`src/rtl/prv_trap_sequencer.sv`:
```
// Hazard-side trap sequencer: picks one memory-stage exception/return/WFI or interrupt,
// drains the outstanding data access, reports it once and turns the privilege reply into a redirect.
module prv_trap_sequencer #(
  parameter logic [31:0] RESET_PC = 32'h0000_0200
) (
  input  logic        CLK,
  input  logic        RST,
  input  logic        mem_valid,
  input  logic [31:0] mem_pc,
  input  logic        mem_fault_insn,
  input  logic        mem_mal_insn,
  input  logic        mem_illegal_insn,
  input  logic        mem_breakpoint,
  input  logic        mem_env,
  input  logic        mem_fault_l,
  input  logic        mem_mal_l,
  input  logic        mem_fault_s,
  input  logic        mem_mal_s,
  input  logic        mem_ret,
  input  logic        mem_wfi,
  input  logic [31:0] mem_daddr,
  input  logic        prot_fault_i,
  input  logic        prot_fault_l,
  input  logic        prot_fault_s,
  input  logic        intr,
  input  logic        insert_pc,
  input  logic [31:0] priv_pc,
  input  logic        ex_mem_stall,
  output logic        fault_insn,
  output logic        mal_insn,
  output logic        illegal_insn,
  output logic        breakpoint,
  output logic        env,
  output logic        fault_l,
  output logic        mal_l,
  output logic        fault_s,
  output logic        mal_s,
  output logic        ret,
  output logic        wfi,
  output logic [31:0] epc,
  output logic [31:0] badaddr,
  output logic        pipe_clear,
  output logic        wb_enable,
  output logic        hold_pipe,
  output logic        flush_all,
  output logic        redirect_valid,
  output logic [31:0] redirect_pc
);

  typedef enum logic [2:0] {
    S_IDLE, S_DRAIN, S_REPORT, S_AWAIT, S_REDIRECT, S_WFI_SLEEP
  } state_t;

  typedef enum logic [3:0] {
    C_INTR, C_BRK, C_FAULT_I, C_MAL_I, C_ILL, C_ENV,
    C_MAL_S, C_MAL_L, C_FAULT_S, C_FAULT_L, C_RET, C_WFI
  } cause_t;

  typedef struct packed {
    logic fault_insn, mal_insn, illegal_insn, breakpoint, env;
    logic fault_l, mal_l, fault_s, mal_s, ret, wfi;
  } report_t;

  state_t      state_q, state_d;
  cause_t      cause_q, cause_d, sel_cause;
  report_t     rep_q;
  logic        pipe_clear_q;
  logic [31:0] epc_q, badaddr_q, redirect_pc_q, sel_bad;
  logic        sel_valid, latch_evt, wake, show;

  // Protection faults from the privilege block merge into the matching pipeline flags.
  logic f_fi, f_mi, f_ill, f_brk, f_env, f_fl, f_ml, f_fs, f_ms, f_ret, f_wfi;
  assign f_fi  = mem_valid & (mem_fault_insn | prot_fault_i);
  assign f_mi  = mem_valid & mem_mal_insn;
  assign f_ill = mem_valid & mem_illegal_insn;
  assign f_brk = mem_valid & mem_breakpoint;
  assign f_env = mem_valid & mem_env;
  assign f_fl  = mem_valid & (mem_fault_l | prot_fault_l);
  assign f_ml  = mem_valid & mem_mal_l;
  assign f_fs  = mem_valid & (mem_fault_s | prot_fault_s);
  assign f_ms  = mem_valid & mem_mal_s;
  assign f_ret = mem_valid & mem_ret;
  assign f_wfi = mem_valid & mem_wfi;

  assign sel_valid = intr | f_fi | f_mi | f_ill | f_brk | f_env | f_fl | f_ml |
                     f_fs | f_ms | f_ret | f_wfi;

  always_comb begin
    // NOTE: every combinational output gets a default first so no path infers a latch.
    sel_cause = C_WFI;
    if      (intr)  sel_cause = C_INTR;
    else if (f_brk) sel_cause = C_BRK;
    else if (f_fi)  sel_cause = C_FAULT_I;
    else if (f_mi)  sel_cause = C_MAL_I;
    else if (f_ill) sel_cause = C_ILL;
    else if (f_env) sel_cause = C_ENV;
    else if (f_ms)  sel_cause = C_MAL_S;
    else if (f_ml)  sel_cause = C_MAL_L;
    else if (f_fs)  sel_cause = C_FAULT_S;
    else if (f_fl)  sel_cause = C_FAULT_L;
    else if (f_ret) sel_cause = C_RET;

    sel_bad = 32'd0;
    case (sel_cause)
      C_BRK, C_FAULT_I, C_MAL_I, C_ILL:     sel_bad = mem_pc;
      C_MAL_S, C_MAL_L, C_FAULT_S, C_FAULT_L: sel_bad = mem_daddr;
      default:                               sel_bad = 32'd0;
    endcase
  end

  always_comb begin
    state_d        = state_q;
    cause_d        = cause_q;
    latch_evt      = 1'b0;
    wake           = 1'b0;
    hold_pipe      = 1'b0;
    flush_all      = 1'b0;
    redirect_valid = 1'b0;
    wb_enable      = 1'b1;
    case (state_q)
      S_IDLE: if (sel_valid) begin
        latch_evt = 1'b1;
        cause_d   = sel_cause;
        wb_enable = (sel_cause == C_RET) || (sel_cause == C_WFI);
        if (sel_cause == C_WFI) state_d = S_WFI_SLEEP;
        else if (ex_mem_stall)  state_d = S_DRAIN;
        else                    state_d = S_REPORT;
      end
      S_DRAIN: begin
        hold_pipe = 1'b1;
        wb_enable = (cause_q == C_RET);
        if (!ex_mem_stall) state_d = S_REPORT;
      end
      S_REPORT: begin
        flush_all = 1'b1;
        wb_enable = (cause_q == C_RET);
        state_d   = insert_pc ? S_REDIRECT : S_AWAIT;
      end
      S_AWAIT: begin
        hold_pipe = 1'b1;
        wb_enable = (cause_q == C_RET);
        if (insert_pc) state_d = S_REDIRECT;
      end
      S_REDIRECT: begin
        redirect_valid = 1'b1;
        flush_all      = 1'b1;
        state_d        = S_IDLE;
      end
      S_WFI_SLEEP: begin
        hold_pipe = 1'b1;
        if (intr) begin
          wake      = 1'b1;
          cause_d   = C_INTR;
          wb_enable = 1'b0;
          state_d   = S_REPORT;
        end
      end
      default: state_d = S_IDLE;
    endcase
  end

  // The report is valid only in the REPORT cycle, plus the single wfi pulse on entering sleep.
  assign show = (state_d == S_REPORT) || (state_q == S_IDLE && state_d == S_WFI_SLEEP);

  function automatic report_t decode(input cause_t c);
    report_t r;
    r = '0;
    case (c)
      C_BRK:     r.breakpoint   = 1'b1;
      C_FAULT_I: r.fault_insn   = 1'b1;
      C_MAL_I:   r.mal_insn     = 1'b1;
      C_ILL:     r.illegal_insn = 1'b1;
      C_ENV:     r.env          = 1'b1;
      C_MAL_S:   r.mal_s        = 1'b1;
      C_MAL_L:   r.mal_l        = 1'b1;
      C_FAULT_S: r.fault_s      = 1'b1;
      C_FAULT_L: r.fault_l      = 1'b1;
      C_RET:     r.ret          = 1'b1;
      C_WFI:     r.wfi          = 1'b1;
      default:   r = '0;
    endcase
    return r;
  endfunction

  // NOTE: state registers use non-blocking assignments so every flop samples pre-edge values.
  always_ff @(posedge CLK or posedge RST) begin
    if (RST) begin
      state_q       <= S_IDLE;
      cause_q       <= C_INTR;
      rep_q         <= '0;
      pipe_clear_q  <= 1'b0;
      epc_q         <= RESET_PC;
      badaddr_q     <= 32'd0;
      redirect_pc_q <= RESET_PC;
    end else begin
      state_q      <= state_d;
      cause_q      <= cause_d;
      rep_q        <= show ? decode(cause_d) : '0;
      pipe_clear_q <= show;
      if (latch_evt) begin
        epc_q     <= mem_pc;
        badaddr_q <= sel_bad;
      end else if (wake) begin
        epc_q     <= mem_pc + 32'd4;
        badaddr_q <= 32'd0;
      end
      if ((state_q == S_REPORT || state_q == S_AWAIT) && insert_pc)
        redirect_pc_q <= priv_pc;
    end
  end

  assign {fault_insn, mal_insn, illegal_insn, breakpoint, env,
          fault_l, mal_l, fault_s, mal_s, ret, wfi} = rep_q;
  assign pipe_clear  = pipe_clear_q;
  assign epc         = epc_q;
  assign badaddr     = badaddr_q;
  assign redirect_pc = redirect_pc_q;

endmodule

```
`config.mk`:
```
export PLATFORM = sky130hd
export DESIGN_NAME = prv_trap_sequencer
export DESIGN_NICKNAME = d
export VERILOG_FILES = /design/src/rtl/prv_trap_sequencer.sv
export SDC_FILE = /design/constraint.sdc
export NUM_CORES = 1
export LEC_CHECK = 0
export BUFFER_PORTS_ARGS = -buffer_cell sky130_fd_sc_hd__buf_2
export CAP_MARGIN = 0
export CORE_MARGIN = 2
export CORE_UTILIZATION = 30
export CTS_CLUSTER_DIAMETER = 80
export DETAILED_ROUTE_END_ITERATION = 6
export PLACE_DENSITY = 0.59
export SLEW_MARGIN = 20
export SYNTH_ARGS = -nofsm -noshare
export SYNTH_HDL_FRONTEND = slang
export SYNTH_SLANG_ARGS = --single-unit
```
`constraint.sdc`:
```
create_clock -name CLK -period 3.9 [get_ports CLK]
set_input_delay 0.195 -clock CLK [delete_from_list [all_inputs] [get_ports CLK]]
set_output_delay 0.195 -clock CLK [all_outputs]
set_load 0.05 [all_outputs]
```
==> summary.md <==
| Metric | Value |
|---|---|
| R2R cell count | `6` |
| Post-Synth Simple-Gate Area | `0.1490` |
| Clock power frac | `0.199` |
| Initial DRC Count | `approximately 280` |
| Die ar. | `0.01955 mm²` |
| Largest net degree at the start of global routing | `67` |
| Initial antenna violation count | `0` |
| Post-synthesis mux area share | `0.06875` |
| Pwr Total | `between 7000 and 8000 µW` |
| Internal Power | `approximately 3600 µW` |
| Synthesis Warnings | `0` |
| First-pass GRT wire length | `about 27 mm` |
| Unrepaired setup endpoints after global routing | `no` |
| DRC Markers | `0` |
| Critical Path End Type | `flip-flop` |
| Max cap viols | `0` |
| Layout cells sized above 1 | `0.4015` |
| Layout area overhead | `38.56%` |
| H-tree levels | `4` |
| PostCTS Resize Cnt | `0` |
| Combinational fraction of design power | `0.524` |
| Worst hold path startpoint | `mem_pc[31]` |
| Worst slew pin tran | `874.2 ps` |
| Crit Path Category | `reg -> reg` |
| Total core area | `about 0.018 mm²` |
| Slew Limit Fails | `0` |
| Setup TNS | `0 ps` |
| Antenna diode count | `0` |
| ANT nets after route | `0` |
| Setup slack, reg-to-reg | `1140 ps` |
| Register area share after synthesis | `0.5206` |
| Sw frac | `0.4981` |
| Most frequent cells in the layout | `buf_2, dfrtp_1, nand2_1, a21o_1, nor2_1` |
| #FFs+latches synth | `115` |
| Max_slew headroom | `0.4172` |
| Vias in the first global route | `around 4800` |
| Post-synthesis compound-gate area fraction | `0.1924` |
| I/O pins | `228` |
| Port Buffers | `~230` |
| Layout filler cell count | `around 1800` |
| Ys flop type | `dfrtp_1` |
| Critical path fanouts, max | `32` |
| RePlAce Congestion | `0.8982` |
| Crit Reg-Reg Startpoint | `state_q[1]` |
| Skew final | `~5.5 ps` |
| Die height | `~140 µm` |
| Post-Synth Adder-Cell Area | `0.002261` |
| Run status | `finished, final reports clean` |
| R2r endpoint | `badaddr[15]` |
| Fin crit period | `between 2000 and 3000 ps` |
| CTS tree | `built` |
| Final setup viols | `0` |
| Seq pwr share | `0.277` |
| Req. time, crit path | `about 4300 ps` |
| Vias/cell | `between 4 and 5` |
| Clock root buffer | `clkbuf_16` |
| Worst Hold Path EP | `badaddr[31]` |
| Post-Route WL | `~17 mm` |
| CTS buffer count | `17` |
| Crit start category | `flip-flop` |
| Syn Nets | `roughly 640` |
| Async S/R FF share, synth | `1.000` |
| LEAKAGE | `slightly below 0.004 µW` |
| Cell area after synthesis | `around 0.0055 mm²` |
| Syn Area/Cell | `roughly 11 µm²` |
| Clock sink count | `~120` |
| Peak supply drop | `0.4917 mV` |
| Cells after synthesis | `between 500 and 600` |
| Post-synth cell types | `between 60 and 70` |
| Clk buf depth | `2` |
| Worst Hold Depth | `2` |
| Final Cycle Share | `0.7066` |
| Clk Latency, worst-skew pair | `410 ps` |
| Post-synth EDFFs | `0` |
| Final HPWL DP | `roughly 12 mm` |
| Post-synthesis xor/xnor area fraction | `0.03641` |
| DR pass1 iterations | `4` |
| Final Hold Viols | `0` |
| Most common cell after layout, fill and taps aside | `buf_2` |
| Data arrival, critical path | `3110 ps` |
| Starting Density | `0.3070` |
| F_max | `around 0.36 GHz` |
| Num rows | `49` |
| Final global-route overflow total | `0` |
| DR WL/cell | `17.01 µm` |
| Die X | `139.8 µm` |
| PwrDens | `roughly 940 mW/mm²` |
| Largest family of logic cells by synthesized area | `compound AO/OA/AOI/OAI gates` |
| Sw Pwr | `between 3000 and 4000 µW` |
| Overall Global Routing Usage | `0.1743` |
| Clk slew on worst S/H paths | `roughly 50 ps` |
| Hold Path Class | `in -> reg` |
| Via count | `about 5000` |
| Fin nets | `887` |
[flip-flops by register name (all words and copies together) (netlist names), 3 cells and up]
register	count
redirect_pc	32
badaddr	32
cause_q	4
epc	32
state_q	3
[stage by stage]
step / util / cell area, µm² / worst slack (ps) / hold WS [ps] / instances
final: 0.4253 / 7666 / 1144 / 10.43 / 1011
after global routing: 0.4253 / 7666 / 986.6 / 8.518 / 1011
after detailed placement: 0.3834 / 6910 / 1007 / 430.2 / 959
after floorplan: - / 5533 / 664.2 / 300.4 / 522
after global placement: 0.3834 / 6910 / 1041 / 427.9 / 959
after CTS: 0.4253 / 7666 / 1136 / 0.007550 / 1011
[cells in the mapped netlist (2+ instances only)]
master,instances,share of area
a21boi_0,2,0.0027
a21o_1,34,0.046
a21oi_1,13,0.012
a22o_1,32,0.051
a31oi_1,2,0.0023
and2_1,2,0.0023
and4_1,2,0.0032
buf_1,4,0.0027
buf_2,15,0.014
clkbuf_1,9,0.0061
dfrtp_1,113,0.51
dfstp_2,2,0.0095
inv_1,9,0.0061
mux2_2,32,0.065
mux2i_1,2,0.0036
nand2_1,61,0.041
nand2b_1,5,0.0057
nand3_1,8,0.0072
nand4_1,10,0.011
nor2_1,34,0.023
nor2b_1,4,0.0045
nor3_1,16,0.014
nor3b_1,3,0.0041
nor4_1,4,0.0045
o211a_1,2,0.0036
o211ai_1,5,0.0068
o21a_1,2,0.0027
o21ai_0,29,0.026
o21ai_1,2,0.0018
o221ai_1,2,0.0032
o22ai_1,2,0.0023
o31a_1,2,0.0032
or2_2,4,0.0045
or3_1,4,0.0045
or4_1,2,0.0027
or4_4,2,0.0041
xnor2_1,16,0.025
xor2_1,7,0.011
[what timing repair did]
action / 4_1_cts / 5_1_grt
setup buffers: 0 / 0
hold endpoints to repair: 24 / 0
hold buffers: 21 / 0
[layer usage]
layer | wire length [µm] | track usage | up-vias
met5 | 0 | 0 | -
met4 | 506 | 0.07842 | 0
met3 | 786 | 0.03992 | 35
met2 | 7990 | 0.2691 | 145
met1 | 7909 | 0.2338 | 2407
li1 | - | - | 2390
[how the worst max path moves through the flow]
stage,depth (start not counted),startpoint,endpoint
6_report,6,state_q[1],badaddr[15]
5_1_grt,6,state_q[1],badaddr[13]
4_1_cts,6,state_q[1],badaddr[15]
3_5_place_dp,7,mem_mal_s,ret
3_3_place_gp,7,mem_breakpoint,badaddr[12]
2_1_floorplan,1,RST,badaddr[0]
[critical path, cell delays in order, from the launching register on]
cell,delay (ps)
dfrtp_1,490
or4b_1,760
or4_4,620
o21ai_2,130
buf_4,380
a22o_1,210
a21o_1,80
[cell families after synthesis]
logic type / count (synthesis)
and+or+nand+nor: 167
AOI/OAI and AO/OA: 144
DFF: 115
buffers and inverters: 38
muxes: 34
xor gates and xnor gates: 23
adders and majority gates: 1
[area by class of cell]
cell class                      count  area (µm²)  area share
Multi-Input combinational cell    369        2496      0.3256
Tap cell                          229       286.5     0.03738
Sequential cell                   115        2880      0.3757
Clock inverter                     10       85.08     0.01110
Clock buffer                       21       460.4     0.06006
Inverter                            9       36.28    0.004733
Timing Repair Buffer              258        1421      0.1854
[power by group through the flow]
stage	logic [µW]	clock network (µW)	registers [µW]
floorplan	1280	0	3580
global placement	3770	0	2000
detailed placement	3790	0	2010
CTS	3810	1480	2000
global route	4000	1530	2060
finish	3780	1440	2000
Power figures use the tool's default switching activity.
